**src/rtl/uart_pkg.sv**
```systemverilog
// rtl/uart_pkg.sv - shared state encoding and default bit timing for the UART receiver.
package uart_pkg;

  localparam int ClksPerBitDefault = 868;

  // PARITY is only reachable when UART_RX_PARITY_EN is defined.
  typedef enum logic [2:0] {
    IDLE,
    START,
    DATA,
    PARITY,
    STOP,
    WAIT_IDLE
  } rx_state_e;

endpackage

```
**src/rtl/sync_2ff.sv**
```systemverilog
// rtl/sync_2ff.sv - two-flop synchroniser for an asynchronous single-bit input, resets to 1.
module sync_2ff (
  input  logic clk,
  input  logic rst_n,
  input  logic d,
  output logic q
);

  logic meta;

  always_ff @(posedge clk or negedge rst_n) begin
    if (!rst_n) begin
      meta <= 1'b1;
      q    <= 1'b1;
    end else begin
      meta <= d;
      q    <= meta;
    end
  end

endmodule

```
**src/rtl/uart_rx.sv**
```systemverilog
// rtl/uart_rx.sv - UART receiver feeding a fifo write port; even parity via UART_RX_PARITY_EN.
module uart_rx
  import uart_pkg::*;
#(
  parameter int ClksPerBit = ClksPerBitDefault,
  parameter int DataWidth  = 8
) (
  input  logic                 i_clk,
  input  logic                 i_rst_n,
  input  logic                 i_rx,
  input  logic                 i_full,
  output logic [DataWidth-1:0] o_wr_data,
  output logic                 o_wr_en,
  output logic                 o_frame_err,
  output logic                 o_overrun,
`ifdef UART_RX_PARITY_EN
  output logic                 o_parity_err,
`endif
  output logic                 o_busy
);

  localparam int BW = $clog2(ClksPerBit);
  localparam int IW = $clog2(DataWidth + 1);
  localparam logic [BW-1:0] BitLast  = BW'(ClksPerBit - 1);
  localparam logic [BW-1:0] HalfLast = BW'(ClksPerBit / 2 - 1);
  localparam logic [IW-1:0] IdxLast  = IW'(DataWidth - 1);

  rx_state_e            state, state_nxt;
  logic [BW-1:0]        bit_ctr, bit_nxt;
  logic [IW-1:0]        idx_ctr, idx_nxt;
  logic [DataWidth-1:0] shift_reg, shift_nxt;
  logic [DataWidth-1:0] wr_data_nxt;
  logic                 wr_en_nxt, frame_err_nxt, overrun_nxt;
  logic                 rx_s, rx_prev, fall;
`ifdef UART_RX_PARITY_EN
  logic                 par_bad, par_bad_nxt, parity_err_nxt;
`endif

  sync_2ff u_sync (
    .clk  (i_clk),
    .rst_n(i_rst_n),
    .d    (i_rx),
    .q    (rx_s)
  );

  assign fall   = rx_prev & ~rx_s;
  assign o_busy = (state != IDLE);

  always_comb begin
    state_nxt     = state;
    bit_nxt       = bit_ctr;
    idx_nxt       = idx_ctr;
    shift_nxt     = shift_reg;
    wr_data_nxt   = o_wr_data;
    wr_en_nxt     = 1'b0;
    frame_err_nxt = 1'b0;
    overrun_nxt   = 1'b0;
`ifdef UART_RX_PARITY_EN
    par_bad_nxt    = par_bad;
    parity_err_nxt = 1'b0;
`endif
    case (state)
      IDLE: begin
        if (fall) begin
          state_nxt = START;
          bit_nxt   = '0;
        end
      end
      START: begin
        // Half-bit check rejects short low glitches and aligns later samples to mid-bit.
        if (bit_ctr == HalfLast) begin
          bit_nxt = '0;
          idx_nxt = '0;
          state_nxt = rx_s ? IDLE : DATA;
        end else begin
          bit_nxt = bit_ctr + BW'(1);
        end
      end
      DATA: begin
        if (bit_ctr == BitLast) begin
          bit_nxt   = '0;
          idx_nxt   = idx_ctr + IW'(1);
          shift_nxt = {rx_s, shift_reg[DataWidth-1:1]};
          if (idx_ctr == IdxLast) begin
`ifdef UART_RX_PARITY_EN
            state_nxt = PARITY;
`else
            state_nxt = STOP;
`endif
          end
        end else begin
          bit_nxt = bit_ctr + BW'(1);
        end
      end
`ifdef UART_RX_PARITY_EN
      PARITY: begin
        if (bit_ctr == BitLast) begin
          bit_nxt     = '0;
          par_bad_nxt = (^shift_reg) ^ rx_s;
          state_nxt   = STOP;
        end else begin
          bit_nxt = bit_ctr + BW'(1);
        end
      end
`endif
      STOP: begin
        // Leaving at mid-stop leaves half a bit to catch a back-to-back start edge.
        if (bit_ctr == BitLast) begin
          bit_nxt = '0;
          if (!rx_s) begin
            frame_err_nxt = 1'b1;
            state_nxt     = WAIT_IDLE;
`ifdef UART_RX_PARITY_EN
          end else if (par_bad) begin
            parity_err_nxt = 1'b1;
            state_nxt      = IDLE;
`endif
          end else if (i_full) begin
            overrun_nxt = 1'b1;
            state_nxt   = IDLE;
          end else begin
            wr_en_nxt   = 1'b1;
            wr_data_nxt = shift_reg;
            state_nxt   = IDLE;
          end
        end else begin
          bit_nxt = bit_ctr + BW'(1);
        end
      end
      WAIT_IDLE: begin
        if (rx_s) state_nxt = IDLE;
      end
      default: state_nxt = IDLE;
    endcase
  end

  always_ff @(posedge i_clk or negedge i_rst_n) begin
    if (!i_rst_n) begin
      state       <= IDLE;
      bit_ctr     <= '0;
      idx_ctr     <= '0;
      shift_reg   <= '0;
      rx_prev     <= 1'b1;
      o_wr_data   <= '0;
      o_wr_en     <= 1'b0;
      o_frame_err <= 1'b0;
      o_overrun   <= 1'b0;
`ifdef UART_RX_PARITY_EN
      par_bad      <= 1'b0;
      o_parity_err <= 1'b0;
`endif
    end else begin
      state       <= state_nxt;
      bit_ctr     <= bit_nxt;
      idx_ctr     <= idx_nxt;
      shift_reg   <= shift_nxt;
      rx_prev     <= rx_s;
      o_wr_data   <= wr_data_nxt;
      o_wr_en     <= wr_en_nxt;
      o_frame_err <= frame_err_nxt;
      o_overrun   <= overrun_nxt;
`ifdef UART_RX_PARITY_EN
      par_bad      <= par_bad_nxt;
      o_parity_err <= parity_err_nxt;
`endif
    end
  end

endmodule

```
**config.mk**
```make
export PLATFORM = sky130hd
export DESIGN_NAME = uart_rx
export DESIGN_NICKNAME = d
export VERILOG_FILES = /design/src/rtl/uart_pkg.sv /design/src/rtl/sync_2ff.sv /design/src/rtl/uart_rx.sv
export SDC_FILE = /design/constraint.sdc
export NUM_CORES = 1
export LEC_CHECK = 0
export ABC_CLOCK_PERIOD_IN_PS = 4000
export BUFFER_PORTS_ARGS = -buffer_cell sky130_fd_sc_hd__buf_2
export CAP_MARGIN = 15
export CORE_MARGIN = 10
export CORE_UTILIZATION = 49
export CTS_CLUSTER_DIAMETER = 150
export DETAILED_ROUTE_END_ITERATION = 7
export PLACE_DENSITY = 0.68
export SYNTH_ARGS = -nofsm -noshare
export SYNTH_HDL_FRONTEND = slang
export SYNTH_SLANG_ARGS = --single-unit
```
**constraint.sdc**
```tcl
create_clock -name i_clk -period 4 [get_ports i_clk]
set_input_delay 0.6 -clock i_clk [delete_from_list [all_inputs] [get_ports i_clk]]
set_output_delay 0.6 -clock i_clk [all_outputs]
set_load 0.01 [all_outputs]
```
### After elaboration in Yosys (flattened, before gate mapping)

Cells that the tools add are included.
W data, S select, Z words.

* $add $sub $neg: 2
* equality and inequality tests: 13
* muxes and demuxes: 27
* bitwise operators: 3
* reduce and logical (&&, ||, !) cells: 10

Operators by type and width (count)
* $mux W10: 3
* $pmux W10 S3: 1
* $mux W3: 7
* $pmux W3 S5: 1
* $mux W1: 11
* $add A10 B1 Y10 const B: 1
* $eq A10 B10 Y1 const B: 1
* $eq A10 B9 Y1 const B: 1
* $ne A2 B2 Y1 const B: 5
* $mux W4: 2
* $pmux W4 S2: 1
* $eq A3 B3 Y1 const B: 2
* $reduce_and A6 Y1: 1
* $reduce_bool A3 Y1: 2
* $add A4 B1 Y4 const B: 1
* $eq A4 B3 Y1 const B: 1
* $reduce_and A2 Y1: 2
* $reduce_and A4 Y1: 1
* $eq A3 B1 Y1 const B: 1
* $eq A3 B2 Y1 const B: 1
* $logic_not A3 Y1: 1
* $reduce_and A3 Y1: 1
* $mux W2: 1
* $ne A2 B1 Y1 const B: 1
* 4 further kinds: 5

* flip-flop bits (word level): 39

### Logic depth before layout (Yosys ltp)

* depth in word-level cells: 4
* mapped depth: 8

### Modules after synthesis

A second synthesis with hierarchy kept.

* cells, all modules: 164
* area, all modules: 1831.8 µm²

Modules (own cells, without submodules)
* uart_rx: instances 1, cells an instance 162, area each 1779.2 µm²
* sync_2ff: instances 1, cells an instance 2, area each 52.6 µm²

### Worst setup path before layout

Ideal clock, no wire load.

* path kind: register to register
* start point: reg bit_ctr[1]
* end point: reg idx_ctr[3]
* arrival: 2.028 ns
* data required time: 3.931 ns
* path slack: 1.903 ns
* stages on the path, launching flop included: 8
* buffers on the path: 0
* period minus slack after synthesis: 2.097 ns
* path through: dfrtp_1 > inv_1 > ha_1 > and4bb_1 > or4b_1 > a211o_1 > or4_1 > nand3_1

* cells in the longest elaborated chain, start to end: 3

RTL lines
* start, declared: line uart_rx.sv:29 `logic [BW-1:0] bit_ctr, bit_nxt;`
* start signal, assigned: line uart_rx.sv:154 `bit_ctr <= bit_nxt;`
* $eq A10 B10 Y1 or $eq A10 B9 Y1 (tied branches): line uart_rx.sv:80, uart_rx.sv:71
* $ne A2 B2 Y1 (no source line)
* $reduce_and A3 Y1 (no source line) (*)
* end signal, assigned: line uart_rx.sv:155 `idx_ctr <= idx_nxt;`
* end, declared: line uart_rx.sv:30 `logic [IW-1:0] idx_ctr, idx_nxt;`

Every way passes the cells marked *; elsewhere a longest branch is shown, timed or not.
A chain may end at the register's enable or synchronous reset.

### Worst setup path after layout

* start point: reg bit_ctr[0]
* end point: reg bit_ctr[8]

* cells in the longest elaborated chain, start to end: 3

RTL lines
* $add A10 B1 Y10, or another cell as far along: line uart_rx.sv:76, uart_rx.sv:92, uart_rx.sv:127
* $mux W10, on equally long branches: line uart_rx.sv:80, uart_rx.sv:108, uart_rx.sv:71
* $pmux W10 S3 (*): line uart_rx.sv:62 `case (state)`

Marked as above.

==> results.md <==
* Status: completed
* WS Path Type: flip-flop to flip-flop
* Mapped Cells at ~170
* Post-CTS Hold Buffers at 0
* Largest net degree at the start of global routing at 40
* Worst setup EP type: flip-flop
* Placed Area at 1950 um^2
* Reg power frac at 46.5%
* DRC Markers at 0
* Fin area at about 2100 um^2
* Clock buffer count from CTS at 5
* Synth Area per Inst at around 11 um^2
* Setup violators final at 0
* Switching Share at approximately a third
* Reg2reg path depth at 6
* Layout area overhead at 12.2%
* H-tree depth at 2
* Fin nets at 190
* Reg area at 980 um^2
* Max reg flops at 10
* ANT nets after route at 0
* Simple-gate portion of the synthesized area at 19.1%
* I/O pin cnt at 16
* Proportion of layout cells with a drive suffix above 1 at 25.5%
* Design Power at ~1000 uW
* Worst r2r src: bit_ctr[0]
* Fmax at ~380 MHz
* CTS tree: yes
* WHS Path Cells at 0
* RSZ-0062 raised after global routing: false
* Synth area leaders: dfrtp_1 49%, mux2_2 10%, dfstp_2 4.3%, nand2_1 3.3%, o21ai_0 3.0%
* Warnings from Yosys at 0
* Comb power frac at between 20% and 30%
* Top cells by count, synth: 36 x dfrtp_1, 17 x mux2_2, 16 x nand2_1
* XOR/XNOR Fraction of Synth Area at less than 1%
* DR WL/cell at between 15 and 20 um
* Cell Int Power at a little under 700 uW
* Setup ws final at ~1.4 ns
* 1st-iter DRT viols at just under 90
* Port Buffers at 15
* Core Region at approximately 3600 um^2
* PwrDens at 482 nW/um^2
* Clk_skew at ~0.0042 ns
* Reg-to-reg slack, setup at between 1 and 1.5 ns
* Main synth FF type: dfrtp_1
* Final period util at between 60 and 70%
* Post-Syn Area at roughly 1800 um^2
* Critical Path Fanout Max at 13
* Clk sinks at 39
* Post-CTS Setup Inserts at 0
* Most common cell in the netlist: dfrtp_1
* Post-cts repair resize count at 0
* Seq cells post-synth at 39
* GRT Residual Overflow at 0
* Area share of the largest cell type after synthesis at a little under 50%
* Peak supply drop at roughly 0.30 mV
* Final Slew Violations at 0
* Rel. slew slack at between 30% and 40%
* Initial cell density of the core at approximately half
* Post-synth EDFFs at 0
* Hpwl dp at 2490 um
* CP Data Arrival Time at approximately 2.8 ns
* HP Start: u_sync.meta
* Final hold vios at 0
* Count of non-filler cells in the finished layout at roughly 230
* Vias in the first global route at 1399
* CTS max path bufs at 2
* Worst Hold Class: flip-flop to flip-flop
* GPL Wtd Cong at 0.817
* Filler cells at 316
* Hold worst-path end: u_sync.q
* Die area at roughly 6600 um^2
* N_diodes at 0
* Row Count at 22
* Post-synthesis cell type count at 40
* Ys async rst share at 100%
* GRT Resource Usage Total at roughly an eighth
* Dominant cell type by area after synthesis: dfrtp_1
* Setup crit start kind: flip-flop
* Max-Cap Viols at 0
* First-pass GRT wire length at 6270 um
* Syn_nets at 173
* Worst R2R End: bit_ctr[8]
* Compound-Gate Fraction of Synth Area at roughly 11%
* Via-per-instance ratio at between 5 and 6
* Minimum clock period at 2.62 ns
* First-pass iteration count of the detailed router at 4
* Multi-input logic area at between 800 and 900 um^2
* Pre-CTS setup slack at 1.43 ns
* Inst Count DP at approximately 220
* Area share of fa/ha/maj cells after synthesis at around 2.0%
* Clock Pin Slew Worst Setup and Hold Paths at around 0.080 ns
* Antenna violations before repair at 0
* CTS root buffer: clkbuf_8
* Slew @ Worst Pin at between 1 and 1.5 ns
* Vias at ~1300
* P_sw at roughly 320 uW
* Die Y at between 80 and 90 um
* Largest family of logic cells by synthesized area: simple AND/OR/NAND/NOR gates
* Critical Path RT at 4.17 ns
* Clk pwr share at 32.3%
* Multiplexer share of the synthesized area at between 10% and 20%
* P_leak at approximately 0.001 uW
* Die Width at between 80 and 90 um
* Worst-Skew Late Latency at 0.29 ns
* Final WL at 3530 um
* Seq/Total Area, Yosys at between 50 and 60%
* TNS Setup at 0 ns
[per-layer routing]
metal  up-vias  global-route usage, %  routed length (um)
met3         6                   4.64                 173
met5         -                      0                   0
met1       661                   13.1                1480
met4         0                   5.36                  43
met2        31                   20.5                1830
li1        638                      -                   -
[logic make-up (layout without fill, tap and decap cells)]
group | after synthesis | count (layout)
simple gates | 63 | 63
mux | 19 | 19
fa+ha+maj | 3 | 3
buf+inv | 10 | 28
compound gates | 31 | 31
xor+xnor | 1 | 1
flops | 39 | 39
[final cells by class]
cell class                 count  share of cell area, %
sequential                    39                   47.5
multi-input combinational    117                   39.6
timing repair buffer          15                   3.64
clock buffer                   6                   3.52
tap                           48                   2.91
clock inverter                 2                   1.82
inverter                       5                  0.911
[worst max-delay path, stage by stage (launching register included)]
cell and delay, ns:
dfrtp_1 0.44, ha_1 0.24, and4bb_2 0.26, nand3_1 0.26, a32oi_1 0.91, nor2_1 0.11
a221o_1 0.29
[power groups by stage]
stage | Clock (uW) | Combinational (uW) | Sequential, uW
final | 321 | 211 | 462
after detailed placement | 0 | 212 | 468
after floorplan | 0 | 179 | 444
after global routing | 343 | 238 | 471
after CTS | 329 | 214 | 461
after global placement | 0 | 201 | 464
[through the flow]
step	util, %	hold slack (ns)
global route	56.7	0.369
floorplan	-	0.304
finish	56.7	0.360
CTS	56.7	0.361
global placement	53.7	0.347
detailed placement	53.7	0.350
[placed cells by master, fill, tap and decap left out, types with 3 or more instances in the layout]
cell      Yosys  layout
dfrtp_1      36      36
mux2_2       17      17
nand2_1      16      16
buf_2         2      15
nor2_1       14      14
o21ai_0      11      11
nand3_1       7       7
inv_1         5       5
a21oi_1       5       5
clkbuf_8      0       5
or3_1         3       3
nor3_1        3       3
nand4_1       3       3
ha_1          3       3
dfstp_2       3       3
[how the worst max path moves through the flow]
stage	from	endpoint	slack, ns	cells past startpoint
2_1_floorplan	bit_ctr[1]	idx_ctr[3]	1.90	7
3_3_place_gp	bit_ctr[0]	bit_ctr[8]	1.57	6
3_5_place_dp	bit_ctr[0]	bit_ctr[8]	1.43	6
4_1_cts	bit_ctr[0]	bit_ctr[8]	1.38	6
5_1_grt	bit_ctr[0]	bit_ctr[8]	1.26	6
6_report	bit_ctr[0]	bit_ctr[8]	1.38	6
Note: power is estimated with default switching activity, not from simulation.
